$ cat config.mk
export PLATFORM = sky130hd
export DESIGN_NAME = req_arbiter8
export DESIGN_NICKNAME = d
export VERILOG_FILES = /design/src/rtl/req_arbiter8.sv
export SDC_FILE = /design/constraint.sdc
export NUM_CORES = 1
export LEC_CHECK = 0
export ABC_CLOCK_PERIOD_IN_PS = 3300
export CAP_MARGIN = 20
export CORE_MARGIN = 1
export CORE_UTILIZATION = 58
export DETAILED_ROUTE_END_ITERATION = 8
export PLACE_DENSITY = 0.84
export SYNTH_ARGS = -nofsm -noshare
export SYNTH_HDL_FRONTEND = slang
export SYNTH_SLANG_ARGS = --single-unit
$ cat constraint.sdc
create_clock -name clk -period 3.3 [get_ports clk]
set_input_delay 0.66 -clock clk [delete_from_list [all_inputs] [get_ports clk]]
set_output_delay 0.66 -clock clk [all_outputs]
set_load 0.03 [all_outputs]
$ cat src/rtl/req_arbiter8.sv
// Eight-way request arbiter with a registered one-hot/index grant and a hold timeout.
// Define REQ_ARBITER8_RR_EN for round-robin selection; the default build is fixed priority (highest bit wins).
//
// state | meaning
// IDLE  | no owner; arbitrate on any nonzero req
// BUSY  | grant held until the owner releases or the hold timer expires
// GAP   | one dead cycle between owners
module req_arbiter8 #(
  parameter int unsigned HOLD_MAX = 16
) (
  input  logic       clk,
  input  logic       rst_n,
  input  logic [7:0] req,
  output logic [7:0] gnt,
  output logic [2:0] gnt_idx,
  output logic       gnt_vld,
  output logic       timeout
);

  localparam logic [1:0] S_IDLE = 2'd0;
  localparam logic [1:0] S_BUSY = 2'd1;
  localparam logic [1:0] S_GAP  = 2'd2;

  localparam logic [7:0] HOLD_LIM = HOLD_MAX[7:0];
  localparam logic       HOLD_EN  = (HOLD_MAX != 0);

  logic [1:0] state;
  logic [7:0] hold_cnt;
  logic       excl_vld;
  logic [2:0] excl_idx;
  logic [7:0] excl_mask;
  logic [7:0] cand;
  logic [2:0] win;

  // The excluded requester only drops out when someone else is also asking.
  always_comb begin
    excl_mask = 8'd1 << excl_idx;
    cand      = req;
    if (excl_vld && ((req & ~excl_mask) != 8'd0)) begin
      cand = req & ~excl_mask;
    end
  end

`ifdef REQ_ARBITER8_RR_EN
  logic [2:0] ptr;

  // Walk from farthest to nearest so the first candidate after ptr wins.
  always_comb begin
    win = 3'd0;
    for (int k = 7; k >= 0; k--) begin
      if (cand[ptr + 3'(k + 1)]) begin
        win = ptr + 3'(k + 1);
      end
    end
  end

  always_ff @(posedge clk or negedge rst_n) begin
    if (!rst_n) begin
      ptr <= 3'd7;
    end else if ((state == S_IDLE) && (req != 8'd0)) begin
      ptr <= win;
    end
  end
`else
  always_comb begin
    win = 3'd0;
    for (int i = 0; i < 8; i++) begin
      if (cand[i]) begin
        win = 3'(i);
      end
    end
  end
`endif

  always_ff @(posedge clk or negedge rst_n) begin
    if (!rst_n) begin
      state    <= S_IDLE;
      gnt      <= 8'd0;
      gnt_idx  <= 3'd0;
      gnt_vld  <= 1'b0;
      timeout  <= 1'b0;
      hold_cnt <= 8'd0;
      excl_vld <= 1'b0;
      excl_idx <= 3'd0;
    end else begin
      timeout <= 1'b0;
      case (state)
        S_IDLE: begin
          if (req != 8'd0) begin
            gnt      <= 8'd1 << win;
            gnt_idx  <= win;
            gnt_vld  <= 1'b1;
            hold_cnt <= 8'd1;
            excl_vld <= 1'b0;
            state    <= S_BUSY;
          end
        end
        S_BUSY: begin
          // Release is checked first so it wins over a coincident timeout.
          if (!req[gnt_idx]) begin
            gnt      <= 8'd0;
            gnt_idx  <= 3'd0;
            gnt_vld  <= 1'b0;
            hold_cnt <= 8'd0;
            state    <= S_GAP;
          end else if (HOLD_EN && (hold_cnt == HOLD_LIM)) begin
            gnt      <= 8'd0;
            gnt_idx  <= 3'd0;
            gnt_vld  <= 1'b0;
            hold_cnt <= 8'd0;
            timeout  <= 1'b1;
            excl_vld <= 1'b1;
            excl_idx <= gnt_idx;
            state    <= S_GAP;
          end else if (hold_cnt != 8'hFF) begin
            hold_cnt <= hold_cnt + 8'd1;
          end
        end
        S_GAP: begin
          state <= S_IDLE;
        end
        default: begin
          state <= S_IDLE;
        end
      endcase
    end
  end

endmodule

==> impl_metrics.env <==
export IMPL_vias=1384
export IMPL_grt_antenna_before_repair=0
export IMPL_slew_headroom_pct=67.8
export IMPL_clockBufferDepth=2
export IMPL_synthArstFlopShare_pct=100
export IMPL_synth_seq_cells=27
export IMPL_path_clk_slew_ns=0.17
export IMPL_die_w_um=55.1
export IMPL_layout_setup_ws_ns=0.599
export IMPL_maxSlewViolCount=0
export IMPL_clockPowerShare_pct=13.0
export IMPL_fin_util_pct=74.0
export IMPL_num_rows=18
export IMPL_cts_setup_buffers=0
export IMPL_hpwl_um=2750
export IMPL_worstSetupPathType="in -> reg"
export IMPL_r2r_slack_ns=0.85
export IMPL_wl_per_cell_um=17.3
export IMPL_h_tree_depth=1
export IMPL_worstPathMaxFanout=7
export IMPL_synth_top_area_share_pct=41.4
export IMPL_hold_viol=0
export IMPL_setup_viol=0
export IMPL_grt_pass1_vias=1344
export IMPL_endpoint="gnt[2]"
export IMPL_diodes=0
export IMPL_synth_distinct_cells=46
export IMPL_clock_latency_ns=0.33
export IMPL_holdBufCountCts=0
export IMPL_ant_nets=0
export IMPL_drv_cap=0
export IMPL_place_inst=215
export IMPL_fin_crit_ns=2.70
export IMPL_p_switching_mw=0.536
export IMPL_yosysTopAreaCell="dfrtp_1"
export IMPL_cts_buffers=3
export IMPL_grt_max_degree=28
export IMPL_cts_root_buf="clkbuf_4"
export IMPL_internal_power_mw=0.698
export IMPL_power_frac_comb_pct=48.1
export IMPL_synth_nets=177
export IMPL_gr_total_overflow=0
export IMPL_io_buffers=22
export IMPL_start_util_pct=63.6
export IMPL_dr_pass1_iters=4
export IMPL_synth_area_top_cells="dfrtp_1, nand2_1, nor2_1, mux2i_1, mux4_1"
export IMPL_syn2layout_area_growth_pct=16.4
export IMPL_track_usage_pct=27.7
export IMPL_routed_wl_um=3790
export IMPL_yosysMostFrequentCell="dfrtp_1"
export IMPL_io_pins=23
export IMPL_cellPowerDensity_nw_per_um2=649
export IMPL_r2r_end="gnt[2]"
export IMPL_die_area_um2=3030
export IMPL_fin_worst_skew_ns=0.00829
export IMPL_power_mw=1.23
export IMPL_vdd_drop_max_mv=0.478
export IMPL_cts_resized=0
export IMPL_start_kind="input pin"
export IMPL_finish_instance_area_um2=1900
export IMPL_syn_avg_cell_area_um2=9.90
export IMPL_synth_ff_type="dfrtp_1"
export IMPL_post_layout_nonfiller_instances=219
export IMPL_multiInputGateArea_um2=887
export IMPL_fin_nets=202
export IMPL_ys_seq_area_share_pct=41.4
export IMPL_place_gp_congestion=0.958
export IMPL_worstPathRequired_ns=3.55
export IMPL_fmaxAchievable_ghz=0.370
export IMPL_vias_per_cell=6.32
export IMPL_r2r_start="excl_idx[2]"
export IMPL_critPathLaunch="req[5]"
export IMPL_tightestPinTransition_ns=0.477
export IMPL_drt_iter0_drc=64
export IMPL_rsz0062_at_grt="false"
export IMPL_rr_worst_depth=7
export IMPL_drc=0
export IMPL_netlist_instances=165
export IMPL_dp_slack_ns=0.288
export IMPL_arrival_ns=2.95
export IMPL_cts_tree="yes"
export IMPL_place_area_um2=1870
export IMPL_drive_gt1_share_pct=10.1
export IMPL_netlist_area_um2=1630
export IMPL_ys_warn_count=0
export IMPL_status="complete, no violations"
export IMPL_setup_tns_ns=0
export IMPL_power_leakage_nw=0.809
export IMPL_holdWs_ns=0.519
export IMPL_final_period_utilization_pct=81.8
export IMPL_die_height_um=55.1
export IMPL_n_fill_cell=176
export IMPL_netlist_top_cells_count="dfrtp_1, nand2_1, nor2_1"
export IMPL_cts_sinks=27
export IMPL_regArea_um2=676
export IMPL_coreArea_um2=2570
export IMPL_pwr_share_seq_pct=38.9
export IMPL_sw_frac_of_total_pct=43.5
export IMPL_hold_path_class="reg -> reg"
export IMPL_endpoint_kind="flip-flop"
export IMPL_synth_edf_count=0
export IMPL_grt_pass1_wl_um=5960
-- layout make-up --
cell class                      instances  share of cell area, %
Sequential cell                        27                   35.5
Clock inverter                          1                  0.461
Tap cell                               30                   1.97
Clock buffer                            3                   1.18
Multi-Input combinational cell        126                   46.7
Inverter                                7                   1.38
Timing Repair Buffer                   25                   12.8
-- worst max-delay path, stage by stage --
cell and delay [ns]:
clkdlybuf4s50_1 0.54, mux2i_1 0.21, a31oi_1 0.16, o41a_1 0.54, a31oi_2 0.36, a221o_2 0.23, nor2_1 0.06, a22o_1 0.19
-- registers in the layout, indices dropped and copies added, names as in the netlist --
register,count
gnt_vld,1
gnt,8
timeout,1
state,2
excl_vld,1
hold_cnt,8
excl_idx,3
gnt_idx,3
-- power by group through the flow --
stage | Combinational, mW | Clock [mW] | Sequential, mW
final | 0.594 | 0.160 | 0.481
after global routing | 0.645 | 0.171 | 0.487
after CTS | 0.595 | 0.164 | 0.479
after detailed placement | 0.593 | 0 | 0.485
after global placement | 0.582 | 0 | 0.483
after floorplan | 0.338 | 0 | 0.546
-- per-layer routing --
metal  up-vias  wire [um]  GRT usage (%)
li1        659          -              -
met1       642       1710           37.8
met4         0         15           11.3
met3         2        332           5.19
met2        81       1740           43.2
met5         -          0              0
-- layout by cell type, fill, tap and decap left out, types with 2 or more instances in the layout --
cell type,instances
inv_1,7
and2_1,2
buf_4,3
a32o_1,3
nor2_1,18
o21ai_1,2
mux2i_1,6
mux2_2,2
nand2b_1,3
mux4_1,2
clkbuf_4,3
nor3_1,4
or2b_1,2
ha_1,2
clkdlybuf4s50_1,22
dfrtp_1,27
and3_1,4
a21oi_1,6
nand2_1,22
o31ai_1,3
a31oi_1,5
o21ai_0,8
nand3_1,2
nand4_1,3
a31oi_2,2
xor2_1,4
-- how the worst min path moves through the flow --
stage / startpoint / endpoint / slack (ns) / cells after the start
after global placement: gnt_vld / gnt_vld / 0.46 / 2
after detailed placement: gnt[7] / gnt[7] / 0.48 / 2
after global routing: gnt[7] / gnt[7] / 0.53 / 2
after floorplan: rst_n / excl_idx[0] / 0.36 / 0
after CTS: gnt[7] / gnt[7] / 0.52 / 2
final: gnt[5] / gnt[5] / 0.52 / 2
-- kinds of logic (layout without fill, tap and decap cells) --
group	after synthesis	in the layout	synth area share, %
buffers and inverters	12	36	4.29
AND/OR/NAND/NOR	66	66	20.3
XOR/XNOR	4	4	2.15
AO/OA/AOI/OAI	43	43	20.7
multiplexers	11	11	9.66
adder cells (fa/ha/maj)	2	2	1.53
flip-flops	27	27	41.4
Power figures use the tool's default switching activity.
